File: config.mk
export PLATFORM = sky130hd
export DESIGN_NAME = button_press_conditioner
export DESIGN_NICKNAME = d
export VERILOG_FILES = /design/src/rtl/button_press_conditioner.sv
export SDC_FILE = /design/constraint.sdc
export NUM_CORES = 1
export LEC_CHECK = 0
export CORE_AREA = 3 3 54 56
export CTS_CLUSTER_DIAMETER = 150
export DETAILED_ROUTE_END_ITERATION = 8
export DIE_AREA = 0 0 57 59
export PLACE_DENSITY_LB_ADDON = 0.3
export RECOVER_POWER = 100
export SLEW_MARGIN = 0
export SYNTH_ARGS = -nofsm -noshare
export SYNTH_HDL_FRONTEND = slang
export SYNTH_SLANG_ARGS = --single-unit
File: constraint.sdc
create_clock -name clk -period 1.55 [get_ports clk]
set_input_delay 0.3875 -clock clk [delete_from_list [all_inputs] [get_ports clk]]
set_output_delay 0.3875 -clock clk [all_outputs]
set_load 0.05 [all_outputs]
File: src/rtl/button_press_conditioner.sv
// -----------------------------------------------------------------------------
// button_press_conditioner
//
// Turns a raw, asynchronous, bouncy push-button level into a clean debounced
// level plus single-cycle press/release/short/long events. It also drives an
// LED that toggles on short presses and clears on long presses.
//
// Ports
//   clk           in   system clock, all logic on the rising edge
//   reset         in   synchronous, active-high reset
//   button        in   raw button level (asynchronous, may bounce)
//   btn_clean     out  debounced button level
//   press_pulse   out  one-cycle pulse on each debounced press
//   release_pulse out  one-cycle pulse on each debounced release
//   short_press   out  one-cycle pulse when a press ends before becoming long
//   long_press    out  one-cycle pulse when a held press reaches LONG_CYCLES
//   led           out  LED drive (toggled by short, cleared by long)
// -----------------------------------------------------------------------------
module button_press_conditioner #(
   parameter int unsigned DEBOUNCE_CYCLES = 4,
   parameter int unsigned LONG_CYCLES     = 16,
   parameter int unsigned CNT_W           = 8
) (
   input  logic clk,
   input  logic reset,
   input  logic button,
   output logic btn_clean,
   output logic press_pulse,
   output logic release_pulse,
   output logic short_press,
   output logic long_press,
   output logic led
);

   typedef enum logic [1:0] {
      IDLE    = 2'd0,
      PRESSED = 2'd1,
      LONG    = 2'd2
   } state_t;

   localparam logic [CNT_W-1:0] DB_LIMIT   = CNT_W'(DEBOUNCE_CYCLES);
   localparam logic [CNT_W-1:0] LONG_LIMIT = CNT_W'(LONG_CYCLES);
   localparam logic [CNT_W-1:0] CNT_ONE    = CNT_W'(1);

   // Synchroniser
   logic r_s1;
   logic r_s2;

   // Debouncer
   logic [CNT_W-1:0] r_db_cnt;
   logic [CNT_W-1:0] w_db_cnt_nxt;
   logic             r_clean;
   logic             w_clean_nxt;

   // Press FSM and registered outputs
   state_t           r_state;
   state_t           w_state_nxt;
   logic [CNT_W-1:0] r_hold_cnt;
   logic [CNT_W-1:0] w_hold_cnt_nxt;
   logic             r_press,   w_press_nxt;
   logic             r_release, w_release_nxt;
   logic             r_short,   w_short_nxt;
   logic             r_long,    w_long_nxt;
   logic             r_led,     w_led_nxt;

   // NOTE: sequential state uses non-blocking assignments so every flop
   // samples the pre-edge value of its source; blocking here would collapse
   // the two synchroniser stages into one.
   always_ff @(posedge clk) begin
      if (reset) begin
         r_s1 <= 1'b0;
         r_s2 <= 1'b0;
      end else begin
         r_s1 <= button;
         r_s2 <= r_s1;
      end
   end

   // Count consecutive cycles where the synchronised level disagrees with
   // btn_clean; adopt the new level on the cycle the run reaches the limit.
   // NOTE: every combinational output gets a default first, so no path
   // through the block leaves a signal unassigned and infers a latch.
   always_comb begin
      w_db_cnt_nxt = '0;
      w_clean_nxt  = r_clean;
      if (r_s2 != r_clean) begin
         if (r_db_cnt + CNT_ONE == DB_LIMIT) begin
            w_clean_nxt = r_s2;
         end else begin
            w_db_cnt_nxt = r_db_cnt + CNT_ONE;
         end
      end
   end

   // The FSM looks at the next debounced level so press_pulse and
   // release_pulse line up with the first cycle of the new btn_clean value.
   always_comb begin
      w_state_nxt    = r_state;
      w_hold_cnt_nxt = r_hold_cnt;
      w_press_nxt    = 1'b0;
      w_release_nxt  = 1'b0;
      w_short_nxt    = 1'b0;
      w_long_nxt     = 1'b0;

      case (r_state)
         IDLE: begin
            if (w_clean_nxt && !r_clean) begin
               w_state_nxt    = PRESSED;
               w_hold_cnt_nxt = '0;
               w_press_nxt    = 1'b1;
            end
         end
         PRESSED: begin
            w_hold_cnt_nxt = r_hold_cnt + CNT_ONE;
            // Reaching the long threshold beats a simultaneous release; the
            // release is then reported from LONG on the following edge.
            if (r_hold_cnt + CNT_ONE == LONG_LIMIT) begin
               w_state_nxt = LONG;
               w_long_nxt  = 1'b1;
            end else if (!w_clean_nxt) begin
               w_state_nxt   = IDLE;
               w_release_nxt = 1'b1;
               w_short_nxt   = 1'b1;
            end
         end
         LONG: begin
            // Level test rather than edge test so a release that coincided
            // with the long threshold is still reported one edge later.
            if (!w_clean_nxt) begin
               w_state_nxt   = IDLE;
               w_release_nxt = 1'b1;
            end
         end
         default: begin
            w_state_nxt = IDLE;
         end
      endcase
   end

   // LED reacts to the classified events of the previous cycle.
   always_comb begin
      w_led_nxt = r_led;
      if (r_short) begin
         w_led_nxt = ~r_led;
      end else if (r_long) begin
         w_led_nxt = 1'b0;
      end
   end

   always_ff @(posedge clk) begin
      if (reset) begin
         r_db_cnt   <= '0;
         r_clean    <= 1'b0;
         r_state    <= IDLE;
         r_hold_cnt <= '0;
         r_press    <= 1'b0;
         r_release  <= 1'b0;
         r_short    <= 1'b0;
         r_long     <= 1'b0;
         r_led      <= 1'b0;
      end else begin
         r_db_cnt   <= w_db_cnt_nxt;
         r_clean    <= w_clean_nxt;
         r_state    <= w_state_nxt;
         r_hold_cnt <= w_hold_cnt_nxt;
         r_press    <= w_press_nxt;
         r_release  <= w_release_nxt;
         r_short    <= w_short_nxt;
         r_long     <= w_long_nxt;
         r_led      <= w_led_nxt;
      end
   end

   assign btn_clean     = r_clean;
   assign press_pulse   = r_press;
   assign release_pulse = r_release;
   assign short_press   = r_short;
   assign long_press    = r_long;
   assign led           = r_led;

endmodule

==> results of run 1 <==
registers in the layout (all words and copies together) (netlist names):
name / cells
r_db_cnt: 8
r_hold_cnt: 8
r_state: 2
btn_clean: 1
led: 1
long_press: 1
press_pulse: 1
r_s1: 1
r_s2: 1
release_pulse: 1
short_press: 1
routing by layer:
metal	GRT usage, %	routed length, um	vias to the layer above
met5	0	0	-
met4	7.28	57	0
met3	2.18	113	7
met2	34.6	1670	33
met1	20.2	1280	596
li1	-	-	588
stage by stage:
| stage | TNS, ns | setup slack [ns] |
|---|---|---|
| 2_1_floorplan | -0.0878 | -0.0878 |
| 4_1_cts | -0.0882 | -0.0483 |
| 6_report | -0.162 | -0.100 |
| 5_1_grt | -1.04 | -0.183 |
| 3_3_place_gp | -0.0139 | -0.0139 |
| 3_5_place_dp | -0.374 | -0.101 |
final cells by class:
cell class | count | area (um2) | share of cell area, %
timing repair buffer | 37 | 309 | 17.5
multi-input combinational | 111 | 838 | 47.3
clock buffer | 4 | 36.3 | 2.05
sequential | 26 | 531 | 30.0
tap | 30 | 37.5 | 2.12
inverter | 5 | 18.8 | 1.06
power groups by stage:
stage               logic (mW)  clock network, mW  registers (mW)
finish                  0.0285              0.343           0.674
global route            0.0316              0.364           0.675
CTS                     0.0292              0.347           0.674
global placement        0.0281                  0           0.688
detailed placement      0.0288                  0           0.688
floorplan               0.0124                  0           0.688
worst max-delay path: cells and delay by family, from the launching register on:
kind | cells | cell delay (ns)
adders and majority gates | 1 | 0.14
and+or+nand+nor | 2 | 0.79
AOI/OAI and AO/OA | 2 | 0.31
DFF | 1 | 0.38
how the worst min path moves through the flow:
stage	start	to	slack (ns)
finish	r_s1$_SDFF_PP0_	r_s2$_SDFF_PP0_	0.47
global route	r_s1$_SDFF_PP0_	r_s2$_SDFF_PP0_	0.49
CTS	r_s1$_SDFF_PP0_	r_s2$_SDFF_PP0_	0.47
detailed placement	r_s1$_SDFF_PP0_	r_s2$_SDFF_PP0_	0.45
global placement	r_s1$_SDFF_PP0_	r_s2$_SDFF_PP0_	0.43
floorplan	r_db_cnt[0]$_SDFF_PP0_	r_db_cnt[0]$_SDFF_PP0_	0.41
timing repair:
action,4_1_cts,5_1_grt
gates resized for setup,9,28
cloned,0,0
setup endpoints to repair,11,20
buffers inserted,1,3
pin swaps,1,8
placed cells by master, fill, tap and decap left out, types with 2 or more instances in the layout:
cell,n
nand2_1,8
clkbuf_4,3
nand3b_1,2
nor2_1,17
nand2b_1,2
clkbuf_2,3
nor3b_2,2
and3_1,2
ha_4,2
ha_1,3
xnor2_1,2
buf_4,26
nor3_2,2
dfxtp_1,18
buf_12,3
xor2_1,4
a21oi_1,10
clkbuf_1,2
a21oi_2,2
o21ai_1,5
nand3_2,2
dfxtp_2,8
nor2b_1,4
and2_1,2
o21ai_0,3
nand4_1,3
nand3_1,6
inv_1,4
logic make-up (layout without fill, tap and decap cells):
logic type               Yosys count  count (layout)  share of synthesized area, %
AO/OA/AOI/OAI                     27              27                          13.6
XOR/XNOR                           6               6                          4.15
buffers and inverters              7              46                          2.17
flip-flops                        26              26                          41.1
AND/OR/NAND/NOR                   70              70                          31.5
multiplexers                       2               2                          1.58
adder cells (fa/ha/maj)            6               6                          5.92
==> results by group, run 1 <==
Clock tree
  • CTS tree: built
  • # hold bufs at CTS: 0
  • H-Tree Level Count: 1
  • CTS Buf Count: 3
  • Clock latency on the worst-skew pair: ~0.32 ns
  • CTS max path bufs: 2
  • Root buffer cell: clkbuf_4
  • Clk sink count: 26
  • Clk slew on worst S/H paths: about 0.14 ns

Synthesis
  • Register area share after synthesis: just over 40%
  • Avg Cell Area, Syn: roughly 9 um2
  • Main flop type after synthesis: dfxtp_1
  • Synth unique cells: 39
  • Synthesized cell area: 0.00127 mm2
  • Most frequent cells after synthesis: dfxtp_1, nor2_1, a21oi_1
  • Most frequent cell after synthesis: dfxtp_1
  • Cells after Synth: around 140
  • Synth area leader: dfxtp_1
  • Top cells by area, synth: dfxtp_1, ha_1, nor2_1, a21oi_1, nand3_1
  • Flop and latch count out of synthesis: 26
  • Net Count, Synth: 153
  • Ys Warns: 0
  • Async SR Flop Fraction: 0%
  • Post-synth EDFFs: 0
  • Area share of the largest cell type after synthesis: a little over 40%

Finish
  • Non-filler cells, final: 213
  • Share of cells above drive strength 1: between 30% and 40%
  • Synth-to-Final Area Change: 39.7%
  • Final Core Density: a little under three quarters
  • Fill count: approximately 180
  • N_diodes: 0
  • Final nets: 193
  • Design Area, Final: 0.00177 mm2

STA
  • Final slew viol count: 0
  • Rel. slew slack: around four fifths
  • RSZ-0062 raised after global routing: yes
  • Endpoints failing hold: 0
  • Fmax: 606 MHz
  • Setup Skew: around 0.0052 ns
  • Actual slew at the worst max-slew pin: around 0.32 ns
  • Post-route worst setup slack: -0.100 ns
  • # setup viols final: 5
  • Final period utilization: 106%
  • Final hold slack: 0.468 ns
  • Final Critical Period: between 1.5 and 2 ns

Detailed routing
  • Drt via density: ~5.7
  • Routed WL: between 3000 and 4000 um
  • Detailed Route Iter0 Violations: about 50
  • Drt wl/cell: around 15 um
  • Remaining antenna violation count: 0
  • Residual DRC: 0
  • Vias: between 1000 and 1500
  • Drt pass-1 iters: 4

Status
  • Status: finished with violations
  • Failing checks: negative setup slack

Global route
  • Total global-route track usage: 18.1%
  • Vias in the first global route: 1156
  • GRT Residual Overflow: 0
  • Initial antenna violation count: 0
  • First-pass GRT wire length: ~4800 um
  • Pin count of the biggest net entering global routing: 15

Placement
  • Placed insts: around 200
  • Routability congestion estimate: 0.850
  • Port Buf Inserts: 8
  • HPWL after DPL: 2160 um
  • DP Area: around 0.0016 mm2

Run
  • Maxcap violations: 0

Worst setup path
  • Worst path arrival time: 1.91 ns
  • Reg-to-reg startpoint: r_db_cnt[1]$_SDFF_PP0_
  • CP Launch Point: r_db_cnt[1]$_SDFF_PP0_
  • CP required: 1.81 ns
  • Crit Path Category: register to register
  • Crit path capture: r_state[1]$_SDFFE_PP0P_
  • Crit end category: register
  • Crit path largest cell delay: approximately 0.55 ns
  • CP max FO: 5
  • R2R depth: 5
  • R2R Path End: r_state[1]$_SDFFE_PP0P_
  • R2R setup slack: -0.10 ns
  • Critical-path top delay cell: or4b_1
  • Critical path cell sequence: ha_4 -> nor3b_4 -> a31oi_4 -> or4b_1 -> a21oi_1
  • Worst setup SP type: register

Die
  • Starting Density: roughly half
  • Top-Level Pins: 9
  • Die W: about 57 um
  • Cell Rows: 18
  • Core ar.: around 0.0025 mm2
  • Die area: about 0.0034 mm2
  • Vert. Die Dim: between 50 and 60 um

Hold path
  • Hold Crit Depth: 1
  • Worst min path class: register to register

Power and ir drop
  • Sequential share of power: about 65%
  • Lkg Pwr: ~0.65 nW
  • Comb pwr share: between 2 and 3%
  • Total power draw: approximately 1.0 mW
  • Cell Int Power: between 0.8 and 0.9 mW
  • Peak supply drop: 519 uV
  • Power density cells: about 590 mW/mm2
  • Net Sw Power: between 0.2 and 0.25 mW
  • Clock power share: between 30% and 40%
  • Sw Share: about a fifth
Note: power is estimated with default switching activity, not from simulation.
==> run 2: changes to the inputs <==
Settings changed: CORE_AREA 3 3 54 56 to 3 3 51 53, CTS_BUF_LIST set to sky130_fd_sc_hd__clkbuf_8, DIE_AREA 0 0 57 59 to 0 0 54 56, DONT_BUFFER_PORTS set to 1.
==> run 2 against run 1 <==
  * The flow now finishes without violations
  * Sequential power barely moved
  * Combinational power shrank 54%
  * Critical path depth shrank 1
  * Critical endpoint unchanged
==> results by group, run 2 (synthesis gave the netlist of run 1 again) <==
Status
  • Status: finished clean (was finished with violations)

Placement
  • Port Buf Inserts: 0 (was 8)
  • Placed insts: 190 (was 205)
  • HPWL after DPL: 1930 um (was 2160 um)
  • Routability congestion estimate: 0.851 (was 0.850)
  • DP Area: 0.00145 mm2 (was 0.00163 mm2)

Die
  • Core ar.: 0.00219 mm2 (was 0.00248 mm2)
  • Top-Level Pins: 9 (unchanged)
  • Cell Rows: 17 (was 18)
  • Vert. Die Dim: 56 um (was 59 um)
  • Die W: 54 um (was 57 um)
  • Starting Density: 57.9% (was 51.2%)
  • Die area: 0.00302 mm2 (was 0.00336 mm2)

Finish
  • Share of cells above drive strength 1: 33.3% (was 38.3%)
  • Final nets: 181 (was 193)
  • Commonest non-fill, non-tap cell in the layout: buf_4 (unchanged)
  • Non-filler cells, final: 199 (was 213)
  • Synth-to-Final Area Change: 28.8% (was 39.7%)
  • Fill count: 155 (was 181)
  • Top Registers: r_db_cnt: 8 flops, r_hold_cnt: 8 flops, r_state: 2 flops (unchanged)
  • Most frequent cells in the layout: buf_4, dfxtp_1, nor2_1 (unchanged)
  • N_diodes: 0 (unchanged)
  • Design Area, Final: 0.00163 mm2 (was 0.00177 mm2)

Power and ir drop
  • Sw Share: 19.6% (was 20.6%)
  • Power density cells: 689 mW/mm2 (was 591 mW/mm2)
  • Sequential share of power: 59.8% (was 64.5%)
  • Clock power share: 39.0% (was 32.8%)
  • Comb pwr share: 1.2% (was 2.7%)
  • Cell Int Power: 0.905 mW (was 0.830 mW)
  • Peak supply drop: 423 uV (was 519 uV)
  • Lkg Pwr: 0.601 nW (was 0.653 nW)
  • Net Sw Power: 0.220 mW (was 0.216 mW)
  • Total power draw: 1.12 mW (was 1.05 mW)

Worst setup path
  • CP required: 1.76 ns (was 1.81 ns)
  • Crit Path Category: register to register (unchanged)
  • Worst setup SP type: register (unchanged)
  • CP max FO: 4 (was 5)
  • Crit end category: register (unchanged)
  • Worst path arrival time: 1.76 ns (was 1.91 ns)

Global route
  • Initial antenna violation count: 0 (unchanged)
  • GRT Residual Overflow: 0 (unchanged)
  • Vias in the first global route: 1034 (was 1156)
  • Total global-route track usage: 18.9% (was 18.1%)
  • Pin count of the biggest net entering global routing: 19 (was 15)
  • First-pass GRT wire length: 4400 um (was 4770 um)

STA
  • Final period utilization: 99.7% (was 106%)
  • Endpoints failing hold: 0 (unchanged)
  • Fmax: 647 MHz (was 606 MHz)
  • Final slew viol count: 0 (unchanged)
  • Setup Skew: 0.00518 ns (was 0.00523 ns)
  • Rel. slew slack: 63.0% (was 78.5%)
  • RSZ-0062 raised after global routing: yes (unchanged)
  • Actual slew at the worst max-slew pin: 0.555 ns (was 0.320 ns)
  • # setup viols final: 0 (was 5)
  • Final Critical Period: 1.55 ns (was 1.65 ns)
  • Final hold slack: 0.170 ns (was 0.468 ns)

Detailed routing
  • Residual DRC: 0 (unchanged)
  • Drt wl/cell: 14.3 um (was 14.6 um)
  • Drt via density: 5.55 (was 5.75)
  • Routed WL: 2840 um (was 3120 um)
  • Drt pass-1 iters: 4 (unchanged)
  • Detailed Route Iter0 Violations: 19 (was 51)
  • Remaining antenna violation count: 0 (unchanged)
  • Vias: 1105 (was 1224)

Clock tree
  • Clk slew on worst S/H paths: 0.09 ns (was 0.14 ns)
  • CTS max path bufs: 2 (unchanged)
  • Clk sink count: 26 (unchanged)
  • CTS tree: built (unchanged)
  • # hold bufs at CTS: 0 (unchanged)
  • CTS Buf Count: 3 (unchanged)
  • H-Tree Level Count: 1 (unchanged)
  • Root buffer cell: clkbuf_8 (was clkbuf_4)
  • Clock latency on the worst-skew pair: 0.27 ns (was 0.32 ns)

Hold path
  • Worst min path class: input port to register (was register to register)

Run
  • Maxcap violations: 0 (unchanged)
run 2: cell count changes in the layout (fill, tap and decap cells not counted), sizes merged:
cell           delta
clkdlybuf4s50     -1
dlygate4sd3       -1
buf               -5
clkbuf            -5
run 2: metal layers:
layer	track usage, %	up-vias	wire, um
met2	30.3	14	1430
met1	25.1	520	1310
met4	7.12	0	28
li1	-	567	-
met5	0	-	0
met3	2.41	4	77
run 2: worst max-delay path, stage by stage (launching register included):
cell and delay (ns):
dfxtp_1 0.42, and2b_1 0.31, a31oi_4 0.15, or4b_1 0.48
a21oi_1 0.13
run 2: layout make-up:
class / instances / area, um2 / share of cell area (%)
sequential: 26 / 531 / 32.5
tap: 28 / 35.0 / 2.15
timing repair buffer: 25 / 191 / 11.7
multi-input combinational: 111 / 802 / 49.1
clock buffer: 4 / 55.1 / 3.37
inverter: 5 / 18.8 / 1.15
run 2: stage by stage:
step                      setup slack (ns)  utilization [%]  TNS [ns]
after floorplan                    -0.0878                -   -0.0878
after CTS                          -0.0262             70.0   -0.0262
after global placement             0.00330             66.2         0
final                              0.00470             74.5         0
after detailed placement           -0.0540             66.2    -0.107
after global routing                -0.135             74.5    -0.430
run 2: worst paths after layout:
path                        start                      end  slack, ns  cells past startpoint
hold / removal              reset     btn_clean$_SDFF_PP0_       0.17                      1
setup reg to reg  r_s2$_SDFF_PP0_  r_state[1]$_SDFFE_PP0P_      0.005                      4
setup / recovery  r_s2$_SDFF_PP0_  r_state[1]$_SDFFE_PP0P_      0.005                      4
hold reg to reg   r_s1$_SDFF_PP0_          r_s2$_SDFF_PP0_       0.45                      1
run 2: timing repair:
| item | 4_1_cts | 5_1_grt |
|---|---|---|
| endpoints found under the setup margin | 7 | 19 |
| setup buffers | 2 | 3 |
| gates resized for setup | 6 | 24 |
| pin swaps | 1 | 8 |
run 2: power groups by stage:
stage	Combinational (mW)	Sequential [mW]	Clock (mW)
6_report	0.0132	0.673	0.439
5_1_grt	0.0143	0.674	0.481
3_3_place_gp	0.0114	0.688	0
3_5_place_dp	0.0120	0.688	0
4_1_cts	0.0120	0.672	0.452
2_1_floorplan	0.0124	0.688	0
